$ cat config.mk
export PLATFORM = sky130hd
export DESIGN_NAME = pipe_hazard_ctrl
export DESIGN_NICKNAME = d
export VERILOG_FILES = /design/src/rtl/pipe_pkg.sv /design/src/rtl/fwd_sel.sv /design/src/rtl/pipe_hazard_ctrl.sv
export SDC_FILE = /design/constraint.sdc
export NUM_CORES = 1
export LEC_CHECK = 0
export ABC_AREA = 1
export CORE_MARGIN = 2
export CORE_UTILIZATION = 34
export DETAILED_ROUTE_END_ITERATION = 10
export GPL_TIMING_DRIVEN = 0
export PLACE_DENSITY = 0.84
export SYNTH_ARGS = -nofsm -noshare
export SYNTH_HDL_FRONTEND = slang
export SYNTH_SLANG_ARGS = --single-unit
$ cat constraint.sdc
create_clock -name clk -period 2.7 [get_ports clk]
set_input_delay 0.27 -clock clk [delete_from_list [all_inputs] [get_ports clk]]
set_output_delay 0.27 -clock clk [all_outputs]
set_load 0.005 [all_outputs]
$ cat src/rtl/pipe_pkg.sv
// Shared types for the pipeline hazard controller: operand forward selects
// and the multicycle hold FSM states.
package pipe_pkg;

  typedef enum logic [1:0] {
    FWD_RF  = 2'b00,
    FWD_WB  = 2'b01,
    FWD_MEM = 2'b10
  } fwd_sel_t;

  typedef enum logic {
    RUN     = 1'b0,
    MC_WAIT = 1'b1
  } hz_state_t;

endpackage

$ cat src/rtl/fwd_sel.sv
// One operand's forwarding decision: the youngest in-flight writer wins, so
// Memory takes priority over Writeback; x0 is never forwarded.
module fwd_sel
  import pipe_pkg::*;
#(
  parameter int unsigned REG_AW = 5
) (
  input  logic [REG_AW-1:0] rs,
  input  logic [REG_AW-1:0] rd_m,
  input  logic              regwrite_m,
  input  logic [REG_AW-1:0] rd_w,
  input  logic              regwrite_w,
  output logic [1:0]        sel
);

  fwd_sel_t sel_enc;

  // Priority compare: Memory stage result before Writeback result.
  always_comb begin
    sel_enc = FWD_RF;
    if (regwrite_m && (rd_m != '0) && (rd_m == rs)) begin
      sel_enc = FWD_MEM;
    end else if (regwrite_w && (rd_w != '0) && (rd_w == rs)) begin
      sel_enc = FWD_WB;
    end
  end

  assign sel = sel_enc;

endmodule

$ cat src/rtl/pipe_hazard_ctrl.sv
// Five-stage pipeline hazard unit: operand forwarding, load-use stall,
// branch flush, multicycle-op hold with timeout, optional perf counters.
// Optional feature macro: PIPE_PERF_EN (stall/flush cycle counters).
module pipe_hazard_ctrl
  import pipe_pkg::*;
#(
  parameter int unsigned REG_AW     = 5,
  parameter int unsigned MC_TIMEOUT = 64,
  parameter int unsigned CNT_W      = 32
) (
  input  logic              clk,
  input  logic              rst,
  input  logic [REG_AW-1:0] rs1_d,
  input  logic [REG_AW-1:0] rs2_d,
  input  logic [REG_AW-1:0] rs1_e,
  input  logic [REG_AW-1:0] rs2_e,
  input  logic [REG_AW-1:0] rd_e,
  input  logic              load_e,
  input  logic [REG_AW-1:0] rd_m,
  input  logic [REG_AW-1:0] rd_w,
  input  logic              regwrite_m,
  input  logic              regwrite_w,
  input  logic              pcsrc_e,
  input  logic              mc_req_e,
  input  logic              mc_done,
  output logic [1:0]        forward_a_e,
  output logic [1:0]        forward_b_e,
  output logic              stall_f,
  output logic              stall_d,
  output logic              stall_e,
  output logic              flush_d,
  output logic              flush_e,
  output logic              flush_m,
  output logic              mc_go,
  output logic              mc_err,
  output logic [CNT_W-1:0]  stall_cnt,
  output logic [CNT_W-1:0]  flush_cnt
);

  localparam int unsigned TO_W = (MC_TIMEOUT > 2) ? $clog2(MC_TIMEOUT) : 1;
  localparam logic [TO_W-1:0] TO_LAST = TO_W'(MC_TIMEOUT - 1);

  hz_state_t       state_q, state_d;
  logic [TO_W-1:0] to_cnt_q, to_cnt_d;
  logic            load_use;
  logic            mc_hold;

  fwd_sel #(.REG_AW(REG_AW)) u_fwd_a (
    .rs         (rs1_e),
    .rd_m       (rd_m),
    .regwrite_m (regwrite_m),
    .rd_w       (rd_w),
    .regwrite_w (regwrite_w),
    .sel        (forward_a_e)
  );

  fwd_sel #(.REG_AW(REG_AW)) u_fwd_b (
    .rs         (rs2_e),
    .rd_m       (rd_m),
    .regwrite_m (regwrite_m),
    .rd_w       (rd_w),
    .regwrite_w (regwrite_w),
    .sel        (forward_b_e)
  );

  assign load_use = load_e && (rd_e != '0) && ((rd_e == rs1_d) || (rd_e == rs2_d));

  // Multicycle FSM next state, start/timeout pulses and the pipe-hold request.
  always_comb begin
    state_d  = state_q;
    to_cnt_d = to_cnt_q;
    mc_hold  = 1'b0;
    mc_go    = 1'b0;
    mc_err   = 1'b0;
    case (state_q)
      RUN: begin
        // E never stalls in RUN, so every RUN cycle with mc_req_e is a new op.
        if (mc_req_e) begin
          mc_go = 1'b1;
          if (!pcsrc_e && !mc_done) begin
            state_d  = MC_WAIT;
            to_cnt_d = '0;
            mc_hold  = 1'b1;
          end
        end
      end
      MC_WAIT: begin
        if (mc_done) begin
          state_d = RUN;
        end else if (to_cnt_q == TO_LAST) begin
          mc_err  = 1'b1;
          state_d = RUN;
        end else begin
          mc_hold  = 1'b1;
          to_cnt_d = to_cnt_q + 1'b1;
        end
      end
      default: state_d = RUN;
    endcase
    if (rst) begin
      state_d  = RUN;
      to_cnt_d = '0;
      mc_hold  = 1'b0;
      mc_go    = 1'b0;
      mc_err   = 1'b0;
    end
  end

  // FSM state and timeout counter registers.
  always_ff @(posedge clk) begin
    if (rst) begin
      state_q  <= RUN;
      to_cnt_q <= '0;
    end else begin
      state_q  <= state_d;
      to_cnt_q <= to_cnt_d;
    end
  end

  // Stall/flush decode; a taken branch beats load-use, a multicycle hold
  // already freezes D so the load-use bubble is not needed.
  always_comb begin
    stall_f = 1'b0;
    stall_d = 1'b0;
    stall_e = 1'b0;
    flush_d = 1'b0;
    flush_e = 1'b0;
    flush_m = 1'b0;
    if (!rst) begin
      stall_f = mc_hold || (load_use && !pcsrc_e);
      stall_d = mc_hold || (load_use && !pcsrc_e);
      stall_e = mc_hold;
      flush_m = mc_hold;
      flush_d = pcsrc_e;
      flush_e = pcsrc_e || (load_use && !mc_hold);
    end
  end

`ifdef PIPE_PERF_EN
  logic [CNT_W-1:0] stall_cnt_q, flush_cnt_q;

  // Saturating event counters.
  always_ff @(posedge clk) begin
    if (rst) begin
      stall_cnt_q <= '0;
      flush_cnt_q <= '0;
    end else begin
      if (stall_f && (stall_cnt_q != '1)) stall_cnt_q <= stall_cnt_q + 1'b1;
      if (flush_e && (flush_cnt_q != '1)) flush_cnt_q <= flush_cnt_q + 1'b1;
    end
  end

  assign stall_cnt = stall_cnt_q;
  assign flush_cnt = flush_cnt_q;
`else
  assign stall_cnt = '0;
  assign flush_cnt = '0;
`endif

endmodule

==> metrics.md, run 1 <==
| Metric | Value |
|---|---|
| Crit Path Category | register to output pin |
| Worst Hold Class | input port to register |
| Max Cap Viol | 0 |
| CP most frequent cell | nand2_2 |
| CTS Root Cell | clkbuf_8 |
| Synthesized netlist cell count | 228 |
| Switching Fraction | 0.2947 |
| Crit-path max cell delay | 490 ps |
| Crit. Startpoint | to_cnt_q[0]$_SDFFE_PP0P_ |
| HPWL Detailed | 3114 um |
| Synth Register Bits | 7 |
| Clock sinks | 7 |
| Top-area cell type share of the netlist area | 0.3489 |
| Fin crit period | 2460 ps |
| Routability cong. | 0.8275 |
| Worst Setup End Kind | output pin |
| Warnings from Yosys | 0 |
| Max IR drop VDD | 0.1239 mV |
| Worst path cell trace | ha_1, nand3_1, nor2_2, nand2_2, nand2_2, nand2_2, nand2_2, buf_6, a21oi_1, buf_4, clkdlybuf4s50_1 |
| CP startpoint kind | register |
| Final net count | 393 |
| Starting density of the core | 0.3550 |
| Setup TNS | 0 ps |
| Endpoints failing hold | 0 |
| Per-cell routed wire length | 8.593 um |
| Reg-to-Reg Start | to_cnt_q[0]$_SDFFE_PP0P_ |
| Mapped Area | 0.001420 sq mm |
| Fraction of layout cells with a size suffix above 1 | 0.2184 |
| TritonCTS Buffers | 3 |
| Area grow syn2layout | 61.59% |
| Comb pwr share | 0.507 |
| DRC | 0 |
| Post-route ant nets | 0 |
| # resized after CTS | 0 |
| Clock-pin transition on the worst setup and hold timing paths | 40 ps |
| Die Ht | 68.63 um |
| Final wirelength | 3420 um |
| Post-synth ARST share | 0 |
| First-pass GRT wire length | 5244 um |
| Power density cells | 228.3 mW/mm^2 |
| Gr usage total | 0.1428 |
| Leading area contributor after synthesis | buf_4 |
| Worst path top cell family by delay | buffers and inverters |
| Slew Viols, Final | 0 |
| Period utilization | 0.9112 |
| Largest net degree at the start of global routing | 11 |
| Die ar. | 0.004710 sq mm |
| Ys flop type | dfxtp_1 |
| Iter 0 DRT Violations | 49 |
| CTS max path bufs | 2 |
| I/O Buffers | 53 |
| Leak | 1.252 nW |
| Die width | 68.63 um |
| Gr ovfl total | 0 |
| Maximum fanout along the worst path | 10 |
| EDFF count, synth | 0 |
| Sequential area share after synthesis | 0.09868 |
| CP max stage cell | clkdlybuf4s50_1 |
| Max Fclk | 0.4064 GHz |
| Non-Filler Instances | 398 |
| Clock power frac | 0.280 |
| RSZ-0062 raised after global routing | false |
| H-tree Lvls | 1 |
| Worst Hold Slack | 449.4 ps |
| TritonCTS clock tree | done |
| Postcts setup bufs | 0 |
| Hold-fix buffers at CTS | 0 |
| Num rows | 23 |
| WP data arrival | 2190 ps |
| Initial DRT Pass Iterations | 4 |
| Hold_sp | rst |
| Run status | complete, no violations |
| Synth cell types | 23 |
| Final Util | 0.5737 |
| Core area | 0.004000 sq mm |
| Final Skew | 0.9312 ps |
| Final setup viols | 0 |
| Dpl cells | 394 |
| Leading post-synthesis cells by cell area | buf_4, nand2_1, dfxtp_1 |
| Switch Pwr | 0.1544 mW |
| Int Pwr | 0.3695 mW |
| Worst path bufs/invs | 3 |
| Flop pwr share | 0.213 |
| Vias in the first global route | 1262 |
| WP data required | 2430 ps |
| Initial antenna violation count | 0 |
| Total number of vias | 1502 |
| Worst Setup Slack post-DPL | 234.6 ps |
| Diode count | 0 |
| Via density | 3.774 |
| Syn Area/Cell | 6.229 sq um |
| Worst setup margin | 239.7 ps |
| Skew-Pair Late Insertion Delay | 230 ps |
| Boundary Pins | 119 |
==> power by group through the flow <==
stage / logic, mW / registers, mW / clock network (mW)
after global placement: 0.257 / 0.113 / 0
after CTS: 0.262 / 0.112 / 0.148
after detailed placement: 0.261 / 0.113 / 0
after global routing: 0.298 / 0.112 / 0.156
after floorplan: 0.162 / 0.112 / 0
final: 0.265 / 0.112 / 0.147
==> layer usage <==
layer,routed length (um),global-route usage,up-vias,part of all wire
met1,1275,0.1508,622,0.37
met5,0,0,-,0
met3,260,0.01461,7,0.076
met2,1809,0.2861,65,0.53
met4,74,0.05000,0,0.022
li1,-,-,808,-
==> cell families (layout without fill, tap and decap cells) <==
group	count (synthesis)	after routing	share of synthesized area
other cells	1	64	0.002641
buf+inv	96	153	0.4335
compound gates	12	12	0.04493
xor+xnor	23	23	0.1418
simple gates	88	88	0.2696
flops	7	7	0.09868
fa+ha+maj	1	1	0.008809
==> worst paths after layout <==
kind	to	slack, ps	cells after the start
max	stall_f	240	11
min	state_q$_DFF_P_	450	2
max reg2reg	to_cnt_q[0]$_SDFFE_PP0P_	1190	11
min reg2reg	to_cnt_q[3]$_SDFFE_PP0P_	500	2
==> state kept, by name, summed over array words and instances (netlist names) <==
signal    cells
to_cnt_q      6
state_q       1
==> Yosys cell counts (2+ instances only) <==
cell type and count:
a21oi_1 5, inv_1 28, xor2_1 10, nand4_1 4, nand2_1 39, xnor2_1 13
nor3_1 4, dfxtp_1 7, nor4_1 2, nand3_1 10, nor2_1 22, buf_4 66
nand2_2 4, o21ai_0 5
==> cell type report <==
| type | count | area (sq um) |
|---|---|---|
| Inverter | 28 | 105.1 |
| Timing Repair Buffer | 53 | 530.5 |
| Tap cell | 50 | 62.56 |
| Fill cell | 387 | 1705 |
| Clock buffer | 4 | 45.04 |
| Multi-Input combinational cell | 188 | 900.9 |
| Buffer | 68 | 510.5 |
| Sequential cell | 7 | 140.1 |
==> per-stage QoR <==
step | power [mW] | area, sq um
2_1_floorplan | 0.2747 | 1657
3_3_place_gp | 0.3699 | 2250
3_5_place_dp | 0.3743 | 2250
4_1_cts | 0.5218 | 2295
5_1_grt | 0.5660 | 2295
6_report | 0.5238 | 2295
==> placed cells by master, fill, tap and decap left out <==
cell / Yosys / layout
buf_4: 66 / 66
conb_1: 1 / 64
clkdlybuf4s50_1: 0 / 53
nand2_1: 39 / 39
inv_1: 28 / 28
nor2_1: 22 / 22
xnor2_1: 13 / 13
xor2_1: 10 / 10
nand3_1: 10 / 10
dfxtp_1: 7 / 7
o21ai_0: 5 / 5
a21oi_1: 5 / 5
nor3_1: 4 / 4
nand4_1: 4 / 4
nand2_2: 4 / 4
clkbuf_8: 0 / 3
nor4_1: 2 / 2
clkbuf_1: 1 / 2
nor2_2: 1 / 1
buf_6: 1 / 1
nor3b_1: 1 / 1
a21oi_2: 1 / 1
o21ai_1: 1 / 1
nand3b_1: 1 / 1
ha_1: 1 / 1
Power figures use the tool's default switching activity.
==> run 2, diff against run 1 <==
--- a/config.mk
+++ b/config.mk
@@ -7,10 +7,11 @@
 export LEC_CHECK = 0
 export ABC_AREA = 1
 export CORE_MARGIN = 2
-export CORE_UTILIZATION = 34
+export CORE_UTILIZATION = 35
 export DETAILED_ROUTE_END_ITERATION = 10
 export GPL_TIMING_DRIVEN = 0
-export PLACE_DENSITY = 0.84
+export MAX_ROUTING_LAYER = met4
+export PLACE_DENSITY = 0.9
 export SYNTH_ARGS = -nofsm -noshare
 export SYNTH_HDL_FRONTEND = slang
 export SYNTH_SLANG_ARGS = --single-unit
==> metrics.md, run 2 (synthesized netlist as in run 1, its figures left out) <==
| Metric | Value |
|---|---|
| Run status | complete, no violations |
| Iter 0 DRT Violations | 48 |
| Area grow syn2layout | 61.59% |
| Slew Viols, Final | 0 |
| Skew-Pair Late Insertion Delay | 230 ps |
| Setup TNS | 0 ps |
| Die width | 67.70 um |
| RSZ-0062 raised after global routing | false |
| Leak | 1.252 nW |
| Initial antenna violation count | 0 |
| Top Registers | to_cnt_q: 6 flops, state_q: 1 flops |
| Total number of vias | 1509 |
| Max Cap Viol | 0 |
| CP startpoint kind | input port |
| TritonCTS Buffers | 3 |
| Max IR drop VDD | 0.08992 mV |
| Commonest non-fill, non-tap cells in the layout | buf_4, conb_1, clkdlybuf4s50_1 |
| H-tree Lvls | 1 |
| Fraction of layout cells with a size suffix above 1 | 0.2184 |
| # resized after CTS | 0 |
| Per-cell routed wire length | 8.314 um |
| Clock-pin transition on the worst setup and hold timing paths | 40 ps |
| TritonCTS clock tree | done |
| CTS max path bufs | 2 |
| Period utilization | 0.9258 |
| Die ar. | 0.004583 sq mm |
| WHS Path Cells | 2 |
| Leading cell type in the layout, fill and taps excluded | buf_4 |
| Initial DRT Pass Iterations | 3 |
| DRC | 0 |
| Worst Hold Class | input port to register |
| Core area | 0.003943 sq mm |
| Final setup viols | 0 |
| Cells on worst reg2reg path | 11 |
| Largest register by flop count | to_cnt_q |
| First-pass GRT wire length | 5347 um |
| Sequential cell area | 140.1 sq um |
| Area of the multi-input gates | 900.9 sq um |
| Num rows | 23 |
| HPWL Detailed | 3010 um |
| Final net count | 393 |
| Non-Filler Instances | 398 |
| Clock sinks | 7 |
| Endpoints failing hold | 0 |
| Post-route ant nets | 0 |
| Power density cells | 228.5 mW/mm^2 |
| Dpl cells | 394 |
| Largest net degree at the start of global routing | 11 |
| Vias in the first global route | 1374 |
| Worst Setup End Kind | output pin |
| # fillers | 383 |
| WP data required | 2430 ps |
| Max Fclk | 0.4001 GHz |
| Max reg flops | 6 |
| Gr usage total | 0.1520 |
| Routability cong. | 0.8477 |
| Postcts setup bufs | 0 |
| Final wirelength | 3309 um |
| WP data arrival | 2230 ps |
| Hold-fix buffers at CTS | 0 |
| Maximum fanout along the worst path | 10 |
| Via density | 3.791 |
| Starting density of the core | 0.3602 |
| I/O Buffers | 53 |
| Boundary Pins | 119 |
| Gr ovfl total | 0 |
| Crit Path Category | input port to output pin |
| Final Skew | 2.193 ps |
| CTS Root Cell | clkbuf_8 |
| Diode count | 0 |
| Fin crit period | 2500 ps |
| Die Ht | 67.70 um |
[run 2: cell counts in the layout (fill, tap and decap cells not counted)]
Identical to the previous run, type by type.
[run 2: per-stage QoR]
step	utilization	area [sq um]	total power, mW	setup slack [ps]	hold slack [ps]
global placement	0.5706	2250	0.3694	271.8	484.8
global route	0.5820	2295	0.5644	47.48	477.3
detailed placement	0.5706	2250	0.3746	219.8	495.9
floorplan	-	1657	0.2747	1050	468.9
finish	0.5820	2295	0.5243	200.4	427.8
CTS	0.5820	2295	0.5232	189.6	446.7
[run 2: final timing paths]
| kind | from | end | slack [ps] |
|---|---|---|---|
| hold / removal | rst | state_q$_DFF_P_ | 430 |
| hold reg to reg | to_cnt_q[1]$_SDFFE_PP0P_ | to_cnt_q[1]$_SDFFE_PP0P_ | 500 |
| setup / recovery | mc_req_e | stall_f | 200 |
| setup reg to reg | to_cnt_q[0]$_SDFFE_PP0P_ | to_cnt_q[0]$_SDFFE_PP0P_ | 1200 |
[run 2: layer usage]
layer | up-vias | track usage | wire length [um]
li1 | 807 | - | -
met1 | 622 | 0.1508 | 1177
met2 | 69 | 0.2941 | 1736
met3 | 11 | 0.01833 | 279
met4 | 0 | 0.06378 | 115
met5 | - | - | 0
[run 2: area by class of cell]
class | instances | share of cell area
well taps | 50 | 0.02726
flip-flops and latches | 7 | 0.06107
inverters | 28 | 0.04580
multi-input cells | 188 | 0.3926
clock buffers | 4 | 0.01963
plain buffers | 68 | 0.2225
repair buffers | 53 | 0.2312
[run 2: power by group]
part / leakage [nW] / internal (mW) / switching [mW]
Clock: 0.0228 / 0.102 / 0.0452
Combinational: 1.17 / 0.160 / 0.106
Sequential: 0.0568 / 0.108 / 0.00376
Total: 1.25 / 0.370 / 0.155
[run 2: critical path, stage by stage]
cell and delay [ps]:
clkdlybuf4s50_1 460, inv_1 40, o21ai_0 360, nand2_2 110, buf_6 160, a21oi_1 200
buf_4 140, clkdlybuf4s50_1 500
